<file path="src/rtl/safe_judge_if.sv">
// Bundle of the submit/score signals between the game controller and safe_judge.
// The bench drives the master side and safe_judge takes the slave side.
interface safe_judge_if;
    // Handshake: submit is a one-cycle valid pulse. The judge is ready only while
    // idle; a submit presented while busy, finished, or during reset is dropped.
    logic            submit;
    logic [3:0][3:0] guess;
    logic [3:0][3:0] secret;
    logic [3:0]      nCorrect;
    logic [3:0]      nMisplaced;
    logic [1:0][3:0] tries;
    logic            win;
    logic            lose;
    logic            busy;
    logic            reject;

    modport master (
        output submit, guess, secret,
        input  nCorrect, nMisplaced, tries, win, lose, busy, reject
    );

    modport slave (
        input  submit, guess, secret,
        output nCorrect, nMisplaced, tries, win, lose, busy, reject
    );
endinterface

</file>
<file path="src/rtl/safe_judge.sv">
// Serial Mastermind-style scorer: exact hits, then misplaced hits, then a BCD try count.
// Optional macro SAFE_JUDGE_VALIDATE_EN refuses guesses containing digits above 9.
module safe_judge #(
    parameter int MAX_TRIES = 10
) (
    input  logic       clk,
    input  logic       reset,
    safe_judge_if.slave sj,
    output logic [2:0] state_dbg
);
    typedef enum logic [2:0] {IDLE, EXACT, MISP, UPDATE, DONE} state_t;

    localparam logic [3:0] MAX_TENS  = 4'(MAX_TRIES / 10);
    localparam logic [3:0] MAX_UNITS = 4'(MAX_TRIES % 10);

    state_t          state, state_nxt;
    logic [3:0][3:0] g_q, s_q;
    logic [3:0]      g_used, s_used;
    logic [2:0]      cor, mis;
    logic [3:0]      idx;
    logic [1:0]      gi, si;
    logic            exact_hit, mis_hit;
    logic            guess_ok, accept;
    logic [3:0]      units_nxt, tens_nxt;
    logic            is_max;

    assign state_dbg = state;
    assign sj.busy   = (state == EXACT) || (state == MISP) || (state == UPDATE);

`ifdef SAFE_JUDGE_VALIDATE_EN
    always_comb begin
        guess_ok = 1'b1;
        for (int i = 0; i < 4; i++) begin
            if (sj.guess[i] > 4'd9) guess_ok = 1'b0;
        end
    end

    always_ff @(posedge clk) begin
        if (reset) sj.reject <= 1'b0;
        else       sj.reject <= (state == IDLE) && sj.submit && !guess_ok;
    end
`else
    assign guess_ok  = 1'b1;
    assign sj.reject = 1'b0;
`endif

    assign accept = (state == IDLE) && sj.submit && guess_ok;

    // EXACT walks position idx[1:0]; MISP walks guess idx[3:2] against secret idx[1:0].
    always_comb begin
        gi        = (state == EXACT) ? idx[1:0] : idx[3:2];
        si        = idx[1:0];
        exact_hit = (g_q[si] == s_q[si]);
        mis_hit   = !g_used[gi] && !s_used[si] && (g_q[gi] == s_q[si]);
    end

    always_comb begin
        if (sj.tries[0] == 4'd9) begin
            units_nxt = 4'd0;
            tens_nxt  = sj.tries[1] + 4'd1;
        end else begin
            units_nxt = sj.tries[0] + 4'd1;
            tens_nxt  = sj.tries[1];
        end
        is_max = (tens_nxt == MAX_TENS) && (units_nxt == MAX_UNITS);
    end

    always_ff @(posedge clk) begin
        if (reset) state <= IDLE;
        else       state <= state_nxt;
    end

    always_comb begin
        state_nxt = state;
        case (state)
            IDLE:    if (accept) state_nxt = EXACT;
            EXACT:   if (idx == 4'd3) state_nxt = MISP;
            MISP:    if (idx == 4'd15) state_nxt = UPDATE;
            UPDATE:  state_nxt = ((cor == 3'd4) || is_max) ? DONE : IDLE;
            DONE:    state_nxt = DONE;
            default: state_nxt = IDLE;
        endcase
    end

    always_ff @(posedge clk) begin
        if (reset) begin
            g_q           <= '0;
            s_q           <= '0;
            g_used        <= '0;
            s_used        <= '0;
            cor           <= '0;
            mis           <= '0;
            idx           <= '0;
            sj.nCorrect   <= '0;
            sj.nMisplaced <= '0;
            sj.tries      <= '0;
            sj.win        <= 1'b0;
            sj.lose       <= 1'b0;
        end else begin
            case (state)
                IDLE: begin
                    if (accept) begin
                        g_q    <= sj.guess;
                        s_q    <= sj.secret;
                        g_used <= '0;
                        s_used <= '0;
                        cor    <= '0;
                        mis    <= '0;
                        idx    <= '0;
                    end
                end
                EXACT: begin
                    if (exact_hit) begin
                        cor        <= cor + 3'd1;
                        g_used[si] <= 1'b1;
                        s_used[si] <= 1'b1;
                    end
                    idx <= (idx == 4'd3) ? 4'd0 : idx + 4'd1;
                end
                MISP: begin
                    if (mis_hit) begin
                        mis        <= mis + 3'd1;
                        g_used[gi] <= 1'b1;
                        s_used[si] <= 1'b1;
                    end
                    idx <= idx + 4'd1;
                end
                UPDATE: begin
                    sj.nCorrect   <= {1'b0, cor};
                    sj.nMisplaced <= {1'b0, mis};
                    sj.tries      <= {tens_nxt, units_nxt};
                    // A correct final guess counts as a win, never a loss.
                    if (cor == 3'd4)  sj.win  <= 1'b1;
                    else if (is_max)  sj.lose <= 1'b1;
                end
                default: ;
            endcase
        end
    end
endmodule

</file>
<file path="src/flat_wrapper.sv">
// flat-port wrapper written by rule: the top's interface ports become plain ports
module safe_judge_flat 
#(
    parameter int MAX_TRIES = 10
)
  (clk, reset, state_dbg, sj_submit, sj_guess, sj_secret, sj_nCorrect, sj_nMisplaced, sj_tries, sj_win, sj_lose, sj_busy, sj_reject);
  safe_judge_if sj_i ();
  input  logic clk;
  input  logic reset;
  output logic [2:0] state_dbg;
  input wire logic [$bits(sj_i.submit)-1:0] sj_submit;
  input wire logic [$bits(sj_i.guess)-1:0] sj_guess;
  input wire logic [$bits(sj_i.secret)-1:0] sj_secret;
  output wire logic [$bits(sj_i.nCorrect)-1:0] sj_nCorrect;
  output wire logic [$bits(sj_i.nMisplaced)-1:0] sj_nMisplaced;
  output wire logic [$bits(sj_i.tries)-1:0] sj_tries;
  output wire logic [$bits(sj_i.win)-1:0] sj_win;
  output wire logic [$bits(sj_i.lose)-1:0] sj_lose;
  output wire logic [$bits(sj_i.busy)-1:0] sj_busy;
  output wire logic [$bits(sj_i.reject)-1:0] sj_reject;
  assign sj_i.submit = sj_submit;
  assign sj_i.guess = sj_guess;
  assign sj_i.secret = sj_secret;
  assign sj_nCorrect = sj_i.nCorrect;
  assign sj_nMisplaced = sj_i.nMisplaced;
  assign sj_tries = sj_i.tries;
  assign sj_win = sj_i.win;
  assign sj_lose = sj_i.lose;
  assign sj_busy = sj_i.busy;
  assign sj_reject = sj_i.reject;
  safe_judge #(.MAX_TRIES(MAX_TRIES)) u_core (.clk(clk), .reset(reset), .sj(sj_i), .state_dbg(state_dbg));
endmodule
</file>
<file path="config.mk">
export PLATFORM = sky130hd
export DESIGN_NAME = safe_judge_flat
export DESIGN_NICKNAME = d
export VERILOG_FILES = /design/src/rtl/safe_judge_if.sv /design/src/rtl/safe_judge.sv /design/src/flat_wrapper.sv
export SDC_FILE = /design/constraint.sdc
export NUM_CORES = 1
export LEC_CHECK = 0
export ABC_AREA = 1
export BUFFER_PORTS_ARGS = -buffer_cell sky130_fd_sc_hd__buf_2
export CORE_AREA = 5 5 91 93
export DETAILED_ROUTE_END_ITERATION = 10
export DIE_AREA = 0 0 96 98
export PLACE_DENSITY_LB_ADDON = 0.12
export SLEW_MARGIN = 5
export SYNTH_ARGS = -nofsm -noshare
export SYNTH_HDL_FRONTEND = slang
export SYNTH_SLANG_ARGS = --single-unit
export TNS_END_PERCENT = 5
</file>
<file path="constraint.sdc">
create_clock -name clk -period 1.8 [get_ports clk]
set_clock_uncertainty 0.1 [all_clocks]
set_input_delay 0.18 -clock clk [delete_from_list [all_inputs] [get_ports clk]]
set_output_delay 0.18 -clock clk [all_outputs]
set_load 0.01 [all_outputs]
</file>
## After elaboration in Yosys (flattened, before gate mapping)

Cells that the tools add are included.

| word-level totals | value |
|---|---|
| flip-flop bits (word level) | 69 |
| word-level logic and storage cells | 109 |
| input port bits | 35 |
| output and inout bits | 23 |

| operators by class | value |
|---|---|
| bitwise operators | 4 |
| $lt $le $gt $ge | 4 |
| reduce and logical (&&, ||, !) cells | 24 |
| eq/ne operators | 16 |
| mux-type cells | 36 |
| add/sub/neg operators | 5 |

Operators by type and width:

| kind | count |
|---|---|
| 2-to-1 mux 4 bit | 11 |
| case mux 4 bit (3 select lines) | 3 |
| binary-select mux 4 bit (select 2 bit) | 3 |
| 2-to-1 mux 3 bit | 7 |
| case mux 3 bit (5 select lines) | 1 |
| adder 4 x 1 -> 4 bit, second input constant | 3 |
| bitwise OR 4 bit | 3 |
| case mux 3 bit (2 select lines) | 2 |
| AND reduction 3 bit | 4 |
| equality test 4 bit | 2 |
| equality test 4 bit, second input constant | 2 |
| adder 3 x 1 -> 3 bit, second input constant | 2 |
| equality test 3 x 2 -> 1 bit, second input constant | 2 |
| equality test 3 bit, second input constant | 2 |
| logical AND 1 bit | 6 |
| < comparator 2 x 3 -> 1 bit, second input constant | 2 |
| inequality test 2 x 1 -> 1 bit, second input constant | 3 |
| AND reduction 2 bit | 3 |
| binary-select mux 1 bit (select 2 bit) | 2 |
| demux 1 bit (select 2 bit) | 2 |
| equality test 4 x 1 -> 1 bit, second input constant | 1 |
| equality test 4 x 2 -> 1 bit, second input constant | 1 |
| greater-or-equal comparator 2 x 1 -> 1 bit, second input constant | 2 |
| logical NOT 4 bit | 1 |
| other kinds (11) | 19 |

## Depth between registers and ports, before layout

Gate-level depths: netlist of the first run.

| depth | value |
|---|---|
| depth after elaboration | 9 |
| depth in mapped cells | 18 |
| gate-level depth less buffers | 17 |

## Worst setup path before layout of the first run

No wires, ideal clock.

| path | value |
|---|---|
| path kind | register to register |
| start | reg u_core.state[0], in the netlist u_core.state_dbg[0] |
| end | reg u_core.mis[0] |
| clock period less this slack | 1900 ps |
| stages on the path, launching flop included | 14 |
| slack | -100 ps |
| path buffers | 2 |
| data arrival time | 1685 ps |
| required time | 1585 ps |
| setup time | 115 ps |
| cell sequence | dfxtp_1 > buf_4 > nand4_2 > nand2_4 > nand2_1 > nand2_1 > nand2_1 > a21oi_1 > nor2_1 > nand3_1 > nand2_1 > buf_4 > a21oi_1 > nor2_1 |

| on the way | value |
|---|---|
| longest elaborated chain between the ends | 9 |
| elaborated cells on any way between the ends | 18 |
| classes of those cells | 5 x eq/ne; 6 x mux; 7 x reduce/logical |

Ends and longest elaborated chain:

| what | line | source |
|---|---|---|
| start: declaration | safe_judge.sv:16 | `state_t state, state_nxt;` |
| start signal: assignment | safe_judge.sv:70 | `else state <= state_nxt;` |
| parallel branches: the longest is 9 deep, another holds binary-select mux 4 bit (select 2 bit) | -- |  |
| end signal: assignment | safe_judge.sv:122 | `mis <= mis + 3'd1;` |
| end: declaration | safe_judge.sv:19 | `logic [2:0] cor, mis;` |

Several ways; the timed one is not identified. The select of a mux whose other input is x is not followed.
A chain may end at the register's enable or synchronous reset.

## Worst setup path after layout of the first run

| path | value |
|---|---|
| start | reg u_core.idx[0] |
| end | reg u_core.s_used[0] |

| on the way | value |
|---|---|
| longest elaborated chain between the ends | 8 |
| elaborated cells on any way between the ends | 29 |
| classes of those cells | 2 x order compare; 4 x eq/ne; 16 x mux; 1 x bitwise; 6 x reduce/logical |

Ends and longest elaborated chain:

| what | line | source |
|---|---|---|
| start: declaration | safe_judge.sv:20 | `logic [3:0] idx;` |
| start signal: assignment | safe_judge.sv:118 | `idx <= (idx == 4'd3) ? 4'd0 : idx + 4'd1;` |
| start signal: assignment | safe_judge.sv:126 | `idx <= idx + 4'd1;` |
| parallel branches: the longest is 8 deep, another holds < comparator 2 x 3 -> 1 bit | -- |  |
| end signal: assignment | safe_judge.sv:90 | `s_used <= '0;` |
| end signal: assignment | safe_judge.sv:106 | `s_used <= '0;` |
| end signal: indexed assignment | safe_judge.sv:116 | `s_used[si] <= 1'b1;` |
| end: declaration | safe_judge.sv:18 | `logic [3:0] g_used, s_used;` |

Several ways; the timed one is not identified. The select of a mux whose other input is x is not followed.

==> impl_metrics.json, run 1 <==
{
  "netlist_area_um2": 3670,
  "ys_types": 35,
  "clk_path_buf_depth": 2,
  "fin_cells": 741,
  "yosys.area_share.simple": 0.232,
  "vias": 3743,
  "synth_top_area_frac": 0.377,
  "finalSetupViolCount": 18,
  "cp_slowest_cell": "dfxtp_4",
  "holdCritStartpoint": "sj_secret[4]",
  "firstDrtPassIters": 4,
  "core_area_um2": 7450,
  "finalPower_mw": 5.11,
  "clkTransAtPathRegs_ns": 0.08,
  "synth_most_common_cell": "nand2_1",
  "cap_violations": 0,
  "drt-vias-per-instance": 5.05,
  "start_kind": "register",
  "cp_top_family": "simple AND/OR/NAND/NOR gates",
  "synth_flop_cell": "dfxtp_1",
  "syn_to_final_growth_pct": 31.6,
  "drive_gt1_frac": 0.285,
  "fp-row-count": 32,
  "track_usage": 0.221,
  "synth-seq-cells": 69,
  "muxShareOfSynthArea": 0,
  "startpoint": "u_core.idx[0]",
  "holdCritPathClass": "primary input to register",
  "ys_seq_area_frac": 0.377,
  "finalInstanceArea_um2": 4830,
  "placed_cells": 710,
  "final_util": 0.648,
  "slowest_delay_ns": 0.41,
  "die-area_um2": 9410,
  "ant_nets": 0,
  "outcome": "finished, violations left",
  "rsz0062_at_grt": "yes",
  "max_freq_mhz": 486,
  "synthCells": 537,
  "async_flop_share": 0,
  "clk_latency_ns": 0.35,
  "num_antenna_cells": 0,
  "top_level_ports": 58,
  "gp_congestion": 0.869,
  "finalWorstSetupSlack_ns": -0.260,
  "numCtsBuffers": 9,
  "dp_hpwl_um": 6740,
  "grt_pass1_wl_um": 16700,
  "die_h_um": 98,
  "drtIter0Drc": 183,
  "avgRoutedWirePerCell_um": 13.4,
  "cts_root_buf": "clkbuf_8",
  "grt_max_degree": 52,
  "ctsHtreeMaxLevel": 3,
  "p_leak_nw": 2.20,
  "hold_viol": 0,
  "violations": "setup timing",
  "antenna_found_initial": 0,
  "p_per_area_nw_per_um2": 1060,
  "avgSynthCellArea_um2": 6.83,
  "crit_path_end_kind": "register",
  "worstPathArrival_ns": 2.22,
  "final-max-slew-violation-count": 0,
  "ir_drop_mv": 0.523,
  "synth_top_family_by_area": "compound AO/OA/AOI/OAI gates",
  "synth_warnings": 0,
  "crit_type": "register to register",
  "clkSinkCount": 69,
  "portBuffers": 54,
  "grt_pass1_vias": 3540,
  "final_nets": 677,
  "r2r-start": "u_core.idx[0]",
  "crit_path_cell_trace": "inv_4 -> nand4_1 -> nand2_2 -> buf_6 -> nand3_2 -> nand3_2 -> nor2_2 -> nand2_1 -> nor2_2 -> nand3_4 -> nand2_4 -> nand3_1 -> nand2_1 -> nor2_1",
  "synthAdderAreaFrac": 0.0273,
  "initial_utilization": 0.492,
  "timing.final.crit_share": 1.14,
  "synth_compound_area_frac": 0.234,
  "crit_fanout": 10,
  "synthXorXnorAreaFrac": 0.0119,
  "synthTopCellsByCount": "nand2_1, a21oi_1, dfxtp_1",
  "placed_area_um2": 4310,
  "synth_edf_count": 0,
  "drc": 0,
  "period_minus_slack_ns": 2.06,
  "yosysTopAreaCell": "dfxtp_1",
  "synth_area_leaders": "dfxtp_1, a21oi_1, o21ai_0, nand2_1, inv_1",
  "overflow": 0,
  "crit_required_ns": 1.96,
  "tritoncts": "done",
  "routed_wl_um": 9910,
  "critPathBufInv": 2,
  "die_w_um": 96
}
[placed cells by master (no fill, tap or decap), drive strengths merged]
| cell | synthesis | routed |
|---|---|---|
| clkinv | 0 | 3 |
| a31oi | 4 | 4 |
| dlygate4sd3 | 0 | 6 |
| nor3 | 2 | 2 |
| a211oi | 1 | 1 |
| clkbuf | 15 | 9 |
| o31ai | 3 | 3 |
| xor2 | 3 | 3 |
| a21o | 1 | 1 |
| inv | 73 | 74 |
| nand4 | 6 | 6 |
| dfxtp | 69 | 69 |
| buf | 14 | 103 |
| nor4 | 3 | 3 |
| xnor2 | 2 | 2 |
| conb | 1 | 3 |
| clkinvlp | 0 | 3 |
| a21oi | 77 | 77 |
| nand3 | 37 | 37 |
| o211ai | 1 | 1 |
| or2 | 1 | 1 |
| o21a | 1 | 1 |
| ha | 8 | 8 |
| nand2 | 95 | 98 |
| nor2 | 45 | 45 |
| nand3b | 2 | 2 |
| a32oi | 2 | 2 |
| o21ai | 70 | 70 |
| o21bai | 1 | 1 |
| bufbuf | 0 | 1 |
[state kept, by name, indices dropped and copies added (netlist names), 4 cells and up]
name and cells:
u_core.g_q 16, u_core.s_q 16, u_core.sj.tries 8, u_core.g_used 4, u_core.idx 4, u_core.s_used 4
[metrics by stage]
stage / setup TNS, ns / hold WS (ns) / setup WS, ns
floorplan: -0.192 / 0.273 / -0.0254
global placement: -4.58 / 0.335 / -0.359
detailed placement: -5.15 / 0.338 / -0.403
CTS: -2.48 / 0.000553 / -0.212
global route: -6.04 / 0.0143 / -0.405
finish: -3.23 / 0.00234 / -0.260
[path summary, 6_finish.rpt]
kind,slack [ns],to,cells after the start
worst min register to register,0.35,u_core.s_q[4],2
worst min-delay path,0.002,u_core.s_q[4],3
worst max-delay path,-0.26,u_core.s_used[0],14
worst max register to register,-0.26,u_core.s_used[0],14
[final cells by class]
| class | instances | area [um^2] |
|---|---|---|
| Clock inverter | 7 | 50.0 |
| Clock buffer | 9 | 124 |
| Timing Repair Buffer | 110 | 783 |
| Multi-Input combinational cell | 371 | 2070 |
| Tap cell | 102 | 128 |
| Fill cell | 693 | 2620 |
| Inverter | 73 | 282 |
| Sequential cell | 69 | 1390 |
[report_power, final]
part | switching [mW] | internal, mW
Clock | 0.645 | 0.501
Sequential | 0.163 | 1.74
Combinational | 1.19 | 0.869
[timing repair]
item / in CTS / in global routing
pin swaps: 26 / 7
hold endpoints to repair: 6 / 0
setup endpoints to repair: 18 / 24
gates cloned: 4 / 0
buffers inserted: 5 / 1
hold buffers: 6 / 0
gates resized for setup: 40 / 16
[worst min-delay path, cell delays in order]
cell and delay [ns]:
buf_2 0.07, o21ai_0 0.07, a21oi_1 0.10
[kinds of logic after synthesis]
group / after synthesis
compound gates: 161
xor+xnor: 5
fa+ha+maj: 8
buf+inv: 102
flops: 69
other cells: 1
simple gates: 191
[routing by layer]
metal,part of all wire,up-vias,global-route usage
met3,0.052,10,0.0362
li1,-,1961,-
met2,0.49,91,0.359
met4,0.015,0,0.0755
met5,0,-,0
met1,0.45,1681,0.294
Power figures use the tool's default switching activity.
==> inputs of run 2 (changes only) <==
CELL_PAD_IN_SITES_DETAIL_PLACEMENT = 1   (was unset)
CELL_PAD_IN_SITES_GLOBAL_PLACEMENT = 1   (was unset)
CORE_AREA = 5 5 107 109   (was 5 5 91 93)
DIE_AREA = 0 0 112 114   (was 0 0 96 98)
==> impl_metrics.json, run 2 (synthesis gave the netlist of run 1 again) <==
{
  "crit_required_ns": 1.96,
  "r2r-start": "u_core.state_dbg[2]",
  "avgRoutedWirePerCell_um": 14.5,
  "die-area_um2": 12800,
  "final_util": 0.476,
  "overflow": 0,
  "routed_wl_um": 11600,
  "track_usage": 0.182,
  "die_h_um": 114,
  "hold_viol": 0,
  "crit_path_cell_trace": "inv_4 -> nand3_4 -> nand2_2 -> nand2_4 -> buf_4 -> nand3_1 -> nand3_2 -> nor2_2 -> nand2_1 -> nor2_1 -> nand3_2 -> nand2_4 -> clkbuf_16 -> nand3b_1 -> nand2_1 -> nor2_1",
  "cp_slowest_cell": "dfxtp_2",
  "ctsHtreeMaxLevel": 3,
  "numCtsBuffers": 9,
  "final_nets": 698,
  "slowest_delay_ns": 0.34,
  "p_per_area_nw_per_um2": 1020,
  "grt_pass1_vias": 3938,
  "grt_pass1_wl_um": 19000,
  "num_antenna_cells": 0,
  "portBuffers": 54,
  "drive_gt1_frac": 0.283,
  "grt_max_degree": 66,
  "fin_cells": 800,
  "layout_common_cells": "nand2_1, a21oi_1, inv_1, o21ai_0, dfxtp_1",
  "rr_endpoint": "u_core.g_used[2]",
  "drtIter0Drc": 130,
  "finalWorstSetupSlack_ns": -0.423,
  "r2r_slack_ns": -0.42,
  "cts_root_buf": "clkbuf_8",
  "start_kind": "register",
  "top_regs": "u_core.g_q: 16 flops, u_core.s_q: 16 flops, u_core.sj.tries: 8 flops",
  "p_leak_nw": 2.33,
  "violations": "setup timing",
  "use_met2": 0.321,
  "syn_to_final_growth_pct": 36.3,
  "antenna_found_initial": 0,
  "cap_violations": 0,
  "die_w_um": 112,
  "holdPathStages": 3,
  "rsz0062_at_grt": "yes",
  "top_level_ports": 58,
  "fin_tns_setup_ns": -4.90,
  "initial_utilization": 0.349,
  "met3_usage": 0.0318,
  "worstPathArrival_ns": 2.38,
  "firstDrtPassIters": 4,
  "met1_usage": 0.228,
  "layout_commonest_cell": "nand2_1",
  "clkTransAtPathRegs_ns": 0.09,
  "period_minus_slack_ns": 2.22,
  "finalPower_mw": 5.10,
  "gp_congestion": 0.821,
  "finalSetupViolCount": 16,
  "r2r_cells": 16,
  "outcome": "finished, violations left",
  "ant_nets": 0,
  "holdCritPathClass": "primary input to register",
  "fp-row-count": 38,
  "holdPathEnd": "u_core.s_q[8]",
  "dp_hpwl_um": 8480,
  "vias": 3892,
  "crit_path_end_kind": "register",
  "crit_fanout": 6,
  "core_area_um2": 10500,
  "max_freq_mhz": 450,
  "tritoncts": "done",
  "clk_path_buf_depth": 2,
  "timing.final.crit_share": 1.23,
  "drt-vias-per-instance": 4.87,
  "grt_busiest_layer": "met2",
  "holdCritStartpoint": "sj_secret[8]",
  "clkSinkCount": 69,
  "final-max-slew-violation-count": 0,
  "placed_cells": 770,
  "post-place-ws_ns": -0.395,
  "crit_type": "register to register",
  "drc": 0,
  "ir_drop_mv": 0.372,
  "clk_latency_ns": 0.36
}
## run 2: cell count changes in the layout (fill, tap and decap cells not counted), sizes merged, moves of 2 or more
cell         previous run  this run
buf                   103       122
dlygate4sd3             6        10
clkinv                  3         5
clkbuf                  9        11
nand2                  98        95
## run 2: what timing repair did
| action | CTS | global route |
|---|---|---|
| hold endpoints to repair | 10 | 0 |
| cloned | 0 | 2 |
| pin swaps | 3 | 19 |
| setup endpoints to repair | 18 | 21 |
| hold buffers | 10 | 0 |
| gates resized for setup | 8 | 24 |
| setup buffers | 2 | 1 |
## run 2: how the worst max path moves through the flow
stage	from	endpoint
2_1_floorplan	u_core.state_dbg[0]	u_core.mis[1]
3_3_place_gp	u_core.state_dbg[1]	u_core.g_used[3]
3_5_place_dp	u_core.state_dbg[1]	u_core.mis[0]
4_1_cts	u_core.state_dbg[1]	u_core.g_used[1]
5_1_grt	u_core.state_dbg[2]	u_core.g_used[2]
6_report	u_core.state_dbg[2]	u_core.g_used[2]
## run 2: per-layer routing
layer / up-vias / wire length (um)
met4: 0 / 180
met1: 1820 / 5390
met2: 51 / 5670
met5: - / 0
li1: 2002 / -
met3: 19 / 319
## run 2: final cells by class
| type | count | area (um^2) |
|---|---|---|
| fillers | 1355 | 5510 |
| multi-input cells | 368 | 1990 |
| flip-flops and latches | 69 | 1390 |
| repair buffers | 134 | 988 |
| inverters | 73 | 282 |
| well taps | 140 | 175 |
| clock buffers | 9 | 124 |
| clock inverters | 7 | 51.3 |
## run 2: power by group
part	total (mW)	internal, mW	switching (mW)	leakage, nW
logic	2.02	0.878	1.14	1.68
clock network	1.18	0.504	0.672	0.0856
registers	1.90	1.74	0.164	0.569
total	5.10	3.12	1.98	2.33
## run 2: worst max-delay path, delay by kind of cell (launching register included)
kind                   cells  cell delay [ns]
buffers and inverters      3             0.40
AND/OR/NAND/NOR           13             1.25
flip-flops                 1             0.34
## run 2: through the flow
stage / hold slack (ns) / instance area (um^2)
detailed placement: 0.346 / 4530
finish: 0.00813 / 5000
global route: 0.00248 / 5000
floorplan: 0.273 / 3690
global placement: 0.344 / 4530
CTS: 0.00194 / 4860
==> inputs of run 3 (changes only) <==
CORE_AREA = 5 5 127 93   (was 5 5 107 109)
DIE_AREA = 0 0 132 98   (was 0 0 112 114)
RECOVER_POWER = 100   (was unset)
==> impl_metrics.json, run 3 (synthesis gave the netlist of run 1 again) <==
{
  "outcome": "finished, violations left",
  "violations": "setup timing",
  "dp_hpwl_um": 9150,
  "relSlewSlack": 0.663,
  "ff_latch_area_um2": 1390,
  "finalWorstSetupSlack_ns": -0.344,
  "drive_gt1_frac": 0.239,
  "cts_root_buf": "clkbuf_16",
  "firstDrtPassIters": 4,
  "holdPathEnd": "u_core.s_q[15]",
  "worst_pin_slew_ns": 0.505,
  "placed_area_um2": 4480,
  "num_antenna_cells": 0,
  "clkTransAtPathRegs_ns": 0.06,
  "period_minus_slack_ns": 2.14,
  "met1_length_um": 6090,
  "gp_congestion": 0.819,
  "vias": 3894,
  "cap_violations": 0,
  "final-max-slew-violation-count": 0,
  "hold_viol": 0,
  "portBuffers": 54,
  "avgRoutedWirePerCell_um": 15.6,
  "tritoncts": "done",
  "finalPower_mw": 5.72,
  "holdCritStartpoint": "sj_secret[15]",
  "final_util": 0.458,
  "die_w_um": 132,
  "final_nets": 683,
  "r2r_slack_ns": -0.34,
  "die-area_um2": 12900,
  "grt_pass1_vias": 4076,
  "top_regs": "u_core.g_q: 16 flops, u_core.s_q: 16 flops, u_core.sj.tries: 8 flops",
  "drt-vias-per-instance": 4.99,
  "finalInstanceArea_um2": 4860,
  "start_kind": "register",
  "crit_path_end_kind": "register",
  "r2r-start": "u_core.state_dbg[1]",
  "initial_utilization": 0.346,
  "p_per_area_nw_per_um2": 1180,
  "core_area_um2": 10600,
  "clk_latency_ns": 0.34,
  "ant_nets": 0,
  "layout_commonest_cell": "nand2_1",
  "overflow": 0,
  "fp-row-count": 32,
  "drtIter0Drc": 146,
  "die_h_um": 98,
  "holdPathStages": 3,
  "ir_drop_mv": 0.448,
  "fillers": 1386,
  "dr_wl_met3_um": 480,
  "top_level_ports": 58,
  "p_leak_nw": 2.21,
  "track_usage": 0.191,
  "layout_common_cells": "nand2_1, a21oi_1, inv_1, o21ai_0, dfxtp_1",
  "worstPathArrival_ns": 2.28,
  "clk_path_buf_depth": 2,
  "antenna_found_initial": 0,
  "clkSinkCount": 69,
  "r2r_cells": 15,
  "ctsHtreeMaxLevel": 3,
  "fin_tns_setup_ns": -4.72,
  "crit_fanout": 10,
  "crit_type": "register to register",
  "crit_required_ns": 1.93,
  "rsz0062_at_grt": "yes",
  "rr_endpoint": "u_core.g_used[2]",
  "routed_wl_um": 12200,
  "routed.top_layer": "met4",
  "grt_pass1_wl_um": 20100,
  "holdCritPathClass": "primary input to register",
  "grt_max_degree": 43,
  "max_freq_mhz": 466,
  "timing.final.crit_share": 1.19,
  "numCtsBuffers": 9,
  "multi_input_area_um2": 1970,
  "met2_length_um": 5450,
  "syn_to_final_growth_pct": 32.4,
  "finalSetupViolCount": 20,
  "drc": 0
}
-- run 3: cell count changes in the layout (fill, tap and decap cells not counted), sizes merged --
cell         previous run  this run
buf                   122        96
clkbuf                 11        32
dlygate4sd3            10         0
clkinv                  5         3
nand2                  95        97
bufinv                  0         1
clkinvlp                2         1
-- run 3: final cells by class --
class                           instances  share of cell area
Inverter                               73              0.0580
Multi-Input combinational cell        370               0.405
Timing Repair Buffer                  117               0.154
Clock buffer                           11              0.0500
Tap cell                              136              0.0350
Clock inverter                          5              0.0124
Sequential cell                        69               0.286
-- run 3: worst max-delay path by stage --
stage | endpoint | from | depth (start not counted)
floorplan | u_core.mis[1] | u_core.state_dbg[0] | 17
global route | u_core.g_used[3] | u_core.state_dbg[1] | 16
finish | u_core.g_used[2] | u_core.state_dbg[1] | 15
CTS | u_core.g_used[3] | u_core.state_dbg[2] | 15
detailed placement | u_core.s_used[1] | u_core.state_dbg[1] | 15
global placement | u_core.g_used[3] | u_core.state_dbg[1] | 15
-- run 3: critical path, stage by stage, from the launching register on --
cell      delay, ns
dfxtp_2        0.33
inv_4          0.10
nand4_2        0.20
buf_4          0.23
nand3_1        0.08
nand2_1        0.05
nand2_1        0.08
nand2_1        0.07
nand2_1        0.07
nand2_1        0.07
nor2_2         0.15
nand3_4        0.14
nand2_4        0.18
nand3b_1       0.09
nand2_1        0.06
nor2_1         0.03
-- run 3: report_power, final --
part | switching [mW] | total, mW | internal (mW)
sequential | 0.163 | 1.90 | 1.74
clock | 0.691 | 1.80 | 1.11
combinational | 1.22 | 2.01 | 0.796
total | 2.07 | 5.72 | 3.65
-- run 3: routing by layer --
metal  track usage  vias to the layer above
met5             0                        -
met1         0.262                     1837
met3        0.0469                       20
li1              -                     1969
met4        0.0569                        0
met2         0.296                       68
-- run 3: repair_timing --
action / 4_1_cts / 5_1_grt
pin swaps: 7 / 5
cloned: 2 / 0
hold buffers: 0 / 0
hold endpoints to repair: 0 / 0
setup buffers: 3 / 0
gates resized for setup: 14 / 10
setup endpoints to repair: 19 / 32
-- run 3: stage by stage --
stage          setup WS, ns  hold slack, ns  cells
6_report             -0.344          0.0174    781
5_1_grt              -0.474          0.0241    781
4_1_cts              -0.360          0.0142    781
3_5_place_dp         -0.480           0.341    760
3_3_place_gp         -0.383           0.340    760
2_1_floorplan       -0.0254           0.273    539
